<file path="src/rtl/rs_gf16_pkg.sv">
// Shared GF(16) definitions for the RS(15,9) encoder and decoder stages.
// Field: GF(2^4), primitive polynomial x^4+x+1, alpha = 4'h2.
package rs_gf16_pkg;

  localparam int SYM_W = 4;
  localparam int N     = 15;
  localparam int K     = 9;
  localparam int NSYN  = 6;

  // alpha^i for i = 0..14
  localparam logic [3:0] ALPHA_POW [0:14] = '{
    4'h1, 4'h2, 4'h4, 4'h8, 4'h3, 4'h6, 4'hC, 4'hB,
    4'h5, 4'hA, 4'h7, 4'hE, 4'hF, 4'hD, 4'h9
  };

  typedef enum logic [1:0] {
    IDLE  = 2'd0,
    ACCUM = 2'd1,
    DONE  = 2'd2
  } rs_state_e;

  // Shift-and-add multiply; x^4 folds back to x+1 (4'h3).
  function automatic logic [3:0] gf16_mul(input logic [3:0] a, input logic [3:0] b);
    logic [3:0] prod;
    logic [3:0] shifted;
    prod    = 4'h0;
    shifted = a;
    for (int i = 0; i < 4; i++) begin
      if (b[i]) begin
        prod = prod ^ shifted;
      end else begin
        prod = prod;
      end
      shifted = {shifted[2:0], 1'b0} ^ (shifted[3] ? 4'h3 : 4'h0);
    end
    return prod;
  endfunction

endpackage

</file>
<file path="src/rtl/rs_syndrome_cell.sv">
// One syndrome accumulator: S <= S * alpha^J + r, evaluated by Horner's rule.
// acc_next exposes the value the register takes on an enabled edge so the
// top level can capture the final syndrome on the same edge as the last symbol.
module rs_syndrome_cell
  import rs_gf16_pkg::*;
#(
  parameter int J = 1
) (
  input  logic             clk,
  input  logic             rst_n,
  input  logic             clear,
  input  logic             en,
  input  logic [SYM_W-1:0] sym,
  output logic [SYM_W-1:0] acc_next
);

  logic [SYM_W-1:0] acc_r;

  assign acc_next = gf16_mul(acc_r, ALPHA_POW[J]) ^ sym;

  // Accumulator register: cleared when a new word is accepted, advanced once per symbol.
  always_ff @(posedge clk or negedge rst_n) begin
    if (!rst_n) begin
      acc_r <= 4'h0;
    end else if (clear) begin
      acc_r <= 4'h0;
    end else if (en) begin
      acc_r <= acc_next;
    end else begin
      acc_r <= acc_r;
    end
  end

endmodule

</file>
<file path="src/rtl/rs_syndrome_calc.sv">
// RS(15,9) syndrome calculator: serially evaluates R(x) at alpha^1..alpha^6,
// one symbol per clock, highest-order symbol first, and flags error-free words.
module rs_syndrome_calc
  import rs_gf16_pkg::*;
(
  input  logic        clk,
  input  logic        rst_n,
  input  logic [59:0] codeword_in,
  input  logic        start,
  output logic        busy,
  output logic        done,
  output logic [23:0] syndromes,
  output logic        error_free
);

  rs_state_e    state_r;
  logic [3:0]   cnt_r;
  logic [59:0]  shift_r;
  logic [23:0]  syn_next_s;
  logic         clear_s;
  logic         en_s;

  // A start is only honoured from IDLE; that same edge clears the accumulators.
  assign clear_s = (state_r == IDLE) && start;
  assign en_s    = (state_r == ACCUM);

  // Six constant-multiplier cells, S_j uses alpha^j.
  for (genvar g = 0; g < NSYN; g++) begin : g_cell
    rs_syndrome_cell #(.J(g + 1)) u_cell (
      .clk      (clk),
      .rst_n    (rst_n),
      .clear    (clear_s),
      .en       (en_s),
      .sym      (shift_r[59:56]),
      .acc_next (syn_next_s[4*g+3:4*g])
    );
  end

  // Control FSM, symbol counter, codeword shift register and registered results.
  always_ff @(posedge clk or negedge rst_n) begin
    if (!rst_n) begin
      state_r    <= IDLE;
      cnt_r      <= 4'd0;
      shift_r    <= 60'h0;
      busy       <= 1'b0;
      done       <= 1'b0;
      syndromes  <= 24'h0;
      error_free <= 1'b0;
    end else begin
      case (state_r)
        IDLE: begin
          done <= 1'b0;
          if (start) begin
            shift_r <= codeword_in;
            cnt_r   <= 4'd14;
            busy    <= 1'b1;
            state_r <= ACCUM;
          end else begin
            busy    <= 1'b0;
            state_r <= IDLE;
          end
        end
        ACCUM: begin
          // Top nibble is always the current symbol; shift the next one up.
          shift_r <= {shift_r[55:0], 4'h0};
          if (cnt_r == 4'd0) begin
            busy       <= 1'b0;
            done       <= 1'b1;
            syndromes  <= syn_next_s;
            error_free <= (syn_next_s == 24'h0);
            state_r    <= DONE;
          end else begin
            cnt_r   <= cnt_r - 4'd1;
            state_r <= ACCUM;
          end
        end
        DONE: begin
          done    <= 1'b0;
          state_r <= IDLE;
        end
        default: begin
          busy    <= 1'b0;
          done    <= 1'b0;
          state_r <= IDLE;
        end
      endcase
    end
  end

endmodule

</file>
<file path="config.mk">
export PLATFORM = sky130hd
export DESIGN_NAME = rs_syndrome_calc
export DESIGN_NICKNAME = d
export VERILOG_FILES = /design/src/rtl/rs_gf16_pkg.sv /design/src/rtl/rs_syndrome_cell.sv /design/src/rtl/rs_syndrome_calc.sv
export SDC_FILE = /design/constraint.sdc
export NUM_CORES = 1
export LEC_CHECK = 0
export CORE_ASPECT_RATIO = 1.25
export CORE_UTILIZATION = 53
export CTS_CLUSTER_DIAMETER = 60
export CTS_CLUSTER_SIZE = 40
export DETAILED_ROUTE_END_ITERATION = 8
export GPL_ROUTABILITY_DRIVEN = 1
export GPL_TIMING_DRIVEN = 0
export PLACE_DENSITY_LB_ADDON = 0.08
export SKIP_CTS_REPAIR_TIMING = 1
export SLEW_MARGIN = 5
export SYNTH_ARGS = -nofsm -noshare
export SYNTH_HDL_FRONTEND = slang
export SYNTH_SLANG_ARGS = --single-unit
</file>
<file path="constraint.sdc">
create_clock -name clk -period 2.3 [get_ports clk]
set_input_delay 0.345 -clock clk [delete_from_list [all_inputs] [get_ports clk]]
set_output_delay 0.345 -clock clk [all_outputs]
set_load 0.05 [all_outputs]
</file>
==> run metrics, run 1 <==
diode count=0; pre-CTS WS=97.7 ps; GR Overflow Total=0; worst-path maximum fanout=3; setup ws final=360 ps; Final Wtd Congestion=0.810; critical path capture point type=output pin; CP top delay family=buffers and inverters; Syn Std Cell Area=5690 µm²; area fraction of the dominant cell type after synthesis=51.5%; register area share after synthesis=51.5%; CP peak stage delay=830 ps; P_int=7.07 mW; Max Slew Vio Count=0; EDFF count, synth=0; final hold vios=0; IR drop worst, VDD=0.736 mV; dpl hpwl=9490 µm; power per cell area=1610 nW/µm²; Syn Inst Count=562; detailed router's first-iteration violation count=233; Worst path slowest cell=clkdlybuf4s50_1; Sw Ratio=40.4%; Worst Hold Class=in2async; fmax=515 MHz; count of warnings emitted by yosys=0; Worst Path Arrival=1600 ps; GRT Util Overall=26.5%; most common cell in the synthesized netlist=dfrtp_1; Die Width=94.7 µm; Bufs and invs on worst path=1; Routed WL per cell=16.9 µm; Max Cap Violations=0; worst skew pair latency=410 ps; routed vias=4569; antenna violations before repair=0; Avg Vias per Cell=5.64; async set or reset register ratio after synthesis=100%; post-route minimum period=1940 ps; Top-Level Pins=90; DR pass1 iterations=5; Layout Utilization=71.7%; Final Setup Violations=0; Syn Area/Cell=10.1 µm²; Clk pin slew, worst setup/hold paths=50 ps; Critical Path Stages=1; synth cell count leaders=dfrtp_1 (117), o21ai_0 (93), nand2_1 (68); net count of the mapped netlist=626; die height=118 µm; DP Cell Count=781; Synth cell types=39; leak pwr=3.25 nW; flops & latches, synth=117; period utilization=84.4%; CTS tree=yes; first-pass GRT wire length=22500 µm; Nets=736; H-tree levels=4; root buffer cell=clkbuf_16; crit start category=flip-flop; Total Die Area=11200 µm²; PortBufs=89; Required @ worst endpoint=1960 ps; Tightest Pin Transition=572 ps; share of power burned in the clock network=22.0%; clock buffer depth=2; Worst Skew=10.5 ps; Routed WL=13700 µm; setup TNS=0 ps; CORE AREA=10300 µm²; Site Rows=41; status=complete, no violations; largest net degree at the start of global routing=96; DRC=0; Slew HR=61.9%; layout cells sized above 1=8.52%; RSZ-0062 raised after global routing=false; Layout area overhead=29.4%; combinational power share=46.6%; top cells by area, synth=dfrtp_1 (51%), o21ai_0 (8.2%), mux2i_1 (5.1%); CTS buffer count=17; Setup CP Type=reg2out; area leader, netlist=dfrtp_1; switching pwr=4.79 mW; Layout Cells excl Fill=810; Cell Chain, Critical Path=clkdlybuf4s50_1; Initial Util=55.4%; Reg power frac=31.3%; ys flop type=dfrtp_1; final antenna-violating net count=0; CTS sink cnt=117; vias in the first global route=4607; Worst R2R Path Depth=5
state kept, by name, summed over array words and instances (netlist names):
signal and count:
shift_r 60, done 1, busy 1, state_r 2, cnt_r 4, error_free 1, syndromes 24, g_cell.u_cell.acc_r 24
kinds of logic (layout without fill, tap and decap cells):
kind of cell               count (synthesis)  after routing  synth area share [%]
DFF                                      117            117                  51.5
AOI/OAI and AO/OA                        180            180                  18.3
xor gates and xnor gates                  49             49                  8.29
and+or+nand+nor                          128            128                  10.8
adders and majority gates                  1              1                 0.220
muxes                                     38             38                  6.89
buffers and inverters                     49            168                  4.07
metal layers:
layer,vias up,GRT usage [%],wire [µm]
li1,2184,-,-
met1,2248,32.0,5640
met3,22,6.01,548
met4,0,9.56,178
met2,115,45.5,7330
met5,-,0,0
cell type report:
class / count / area [µm²]
Buffer: 42 / 205
Clock buffer: 23 / 478
Clock inverter: 5 / 100
Fill cell: 799 / 2900
Inverter: 7 / 26.3
Multi-Input combinational cell: 396 / 2530
Sequential cell: 117 / 2930
Tap cell: 129 / 161
Timing Repair Buffer: 91 / 930
layout by cell type (no fill, tap or decap), drive strengths merged:
cell type      synthesis  final
clkinv                 0      2
o22ai                  6      6
a211oi                 1      1
mux2                   9      9
a22o                  12     12
nor4                   2      2
nand4                  1      1
and2                   1      1
o2111ai                1      1
dfrtp                117    117
nand2                 68     68
bufinv                 0      3
xor2                  20     20
and3                   3      3
nor3                   5      5
o21ai                 94     94
nor3b                  1      1
xnor2                 27     27
mux2i                 29     29
clkdlybuf4s50          0     88
nand3                  1      1
nand2b                 4      4
or2                    2      2
a21o                   2      2
nor2                   8      8
a22oi                 28     28
nor2b                 31     31
dlygate4sd3            0      1
o31ai                  1      1
a21oi                 34     34
o21bai                 1      1
ha                     1      1
xnor3                  2      2
nor4b                  1      1
inv                    7      7
buf                   18     20
clkbuf                24     47
through the flow:
step	hold WS, ps	area [µm²]	power (mW)
after global routing	376	7360	12.6
after detailed placement	219	6770	9.21
after floorplan	49.4	5690	7.62
after CTS	-215	7350	11.9
after global placement	462	6740	9.00
final	364	7360	11.9
final timing paths:
check	from	slack (ps)	endpoint
min in group clk	syndromes[5]	480	syndromes[5]
setup / recovery	busy	360	busy
hold / removal	rst_n	360	shift_r[52]
max in group asynchronous	rst_n	1180	shift_r[22]
setup reg to reg	state_r[0]	390	g_cell[5].u_cell.acc_r[2]
hold reg to reg	syndromes[5]	480	syndromes[5]
power by group through the flow:
stage,registers [mW],logic [mW],clock network [mW]
floorplan,4.27,3.35,0
global placement,3.68,5.32,0
detailed placement,3.73,5.48,0
CTS,3.71,5.53,2.63
global route,3.81,6.06,2.73
finish,3.71,5.53,2.61
No activity file was read; power rests on OpenSTA's default activity.
==> run 2, diff against run 1 <==
clock period = 1.9 ns   (was 2.3 ns; I/O delays follow)
==> run metrics, run 2 (synthesis gave the netlist of run 1 again) <==
Largest regs=shift_r x60, g_cell.u_cell.acc_r x24, syndromes x24 (unchanged); IR drop worst, VDD=0.906 mV (was 0.736 mV); CTS tree=yes (unchanged); status=complete, no violations (unchanged); commonest non-fill, non-tap cell in the layout=dfrtp_1 (unchanged); worst skew pair latency=410 ps (about the same); CP peak stage delay=830 ps (about the same); root buffer cell=clkbuf_16 (unchanged); final hold vios=0 (unchanged); Avg Vias per Cell=5.63 (was 5.64); Worst Skew=6.06 ps (was 10.5 ps); Cell Chain, Critical Path=clkdlybuf4s50_1 (unchanged); Initial Util=55.4% (unchanged); Worst Path Arrival=1590 ps (was 1600 ps); period utilization=98.5%; fillers=798 (was 799); routed vias=4560 (was 4569); antenna violations before repair=0 (unchanged); fmax=534 MHz; Layout Utilization=72.1% (was 71.7%); Total Die Area=11200 µm² (unchanged); pre-CTS WS=-242 ps (was 97.7 ps); clock buffer depth=2 (unchanged); PortBufs=89 (unchanged); Largest Register=shift_r (unchanged); Nets=736 (unchanged); Slew HR=64.2% (was 61.9%); CORE AREA=10300 µm² (unchanged); Clk pin slew, worst setup/hold paths=50 ps (about the same); die height=118 µm (unchanged); crit start category=flip-flop (unchanged); RSZ-0062 raised after global routing=false (unchanged); Final Setup Violations=0 (unchanged); footprint of the multi-input gates=2540 µm² (was 2530 µm²); DR pass1 iterations=5 (unchanged); Tot Pwr=14.4 mW (was 11.9 mW); power per cell area=1940 nW/µm² (was 1610 nW/µm²); Max Cap Violations=0 (unchanged); detailed router's first-iteration violation count=253 (was 233); max reg flops=60 (unchanged); vias in the first global route=4607 (unchanged); final antenna-violating net count=0 (unchanged); metal1 wirelength=5580 µm (was 5640 µm); Met2 Wirelength=7230 µm (was 7330 µm); Worst path slowest cell=clkdlybuf4s50_1 (unchanged); Bufs and invs on worst path=1 (unchanged); CTS sink cnt=117 (unchanged); GR Overflow Total=0 (unchanged); layout cells sized above 1=9.99% (was 8.52%); CTS buffer count=17 (unchanged); first-pass GRT wire length=22500 µm (unchanged); Die Width=94.7 µm (unchanged); Layout Cells excl Fill=810 (unchanged); Sequential cell area=2930 µm² (unchanged); met3 WL=558 µm (was 548 µm); Routed WL per cell=16.8 µm (was 16.9 µm); setup ws final=27.7 ps (was 360 ps); largest net degree at the start of global routing=96 (unchanged); GRT Util Overall=26.5% (unchanged); most frequent cells in the layout=dfrtp_1 (117), o21ai_0 (93), clkdlybuf4s50_1 (83) (was dfrtp_1 (117), o21ai_0 (93), clkdlybuf4s50_1 (88)); Final Wtd Congestion=0.810 (unchanged); Worst Hold Class=in2async (unchanged); DP Cell Count=781 (unchanged); Top-Level Pins=90 (unchanged); diode count=0 (unchanged); CP top delay family=buffers and inverters (unchanged); Reg2Reg Setup Slack=150 ps (was 390 ps); worst-path maximum fanout=2 (was 3); Routed WL=13600 µm (was 13700 µm); dpl hpwl=9490 µm (unchanged); critical path capture point type=output pin (unchanged); Site Rows=41 (unchanged); Required @ worst endpoint=1620 ps (was 1960 ps); final hold slack=300 ps (was 364 ps); Tightest Pin Transition=537 ps (was 572 ps); leak pwr=3.36 nW (was 3.25 nW); DRC=0 (unchanged); Top Metal Used=met4 (unchanged); Layout area overhead=30.0% (was 29.4%); Max Slew Vio Count=0 (unchanged); Setup CP Type=reg2out (unchanged); H-tree levels=4 (unchanged); post-route minimum period=1870 ps
-- run 2: cell count changes in the layout (fill, tap and decap cells not counted), sizes merged --
cell / change
clkdlybuf4s50: -5
dlymetal6s2s: +5
-- run 2: area by class of cell --
cell class,count,area share (%)
multi-input cells,396,34.4
clock inverters,5,1.35
plain buffers,42,2.91
flip-flops and latches,117,39.6
repair buffers,91,12.7
well taps,129,2.18
clock buffers,23,6.46
inverters,7,0.355
-- run 2: path summary, 6_finish.rpt --
path	from	depth (start not counted)	to
setup / recovery	syndromes[14]	1	syndromes[14]
hold / removal	rst_n	2	shift_r[52]
setup reg to reg	cnt_r[0]	6	syndromes[2]
hold reg to reg	shift_r[43]	2	shift_r[43]
max in group asynchronous	rst_n	3	g_cell[5].u_cell.acc_r[1]
min in group clk	shift_r[43]	2	shift_r[43]
-- run 2: where the power goes --
part           internal [mW]  switching [mW]  total, mW
Sequential              3.65           0.839       4.49
Combinational           2.79            3.92       6.71
Clock                   2.13            1.03       3.16
Total                   8.57            5.79       14.4
-- run 2: worst register-to-register path: cells and delay by family (launching register included) --
family        cells  cell delay, ps
buf+inv           2             340
simple gates      2             420
fa+ha+maj         1             200
mux               1             300
flops             1             380
-- run 2: metal layers --
metal,track usage [%],vias to the layer above
met3,6.01,23
met5,0,-
li1,-,2179
met4,9.56,0
met1,32.0,2242
met2,45.5,116
-- run 2: metrics by stage --
stage	cell area (µm²)	setup TNS (ps)
floorplan	5690	0
global placement	6740	-471650
detailed placement	6770	-10900
CTS	7350	-14.4
global route	7390	0
finish	7390	0
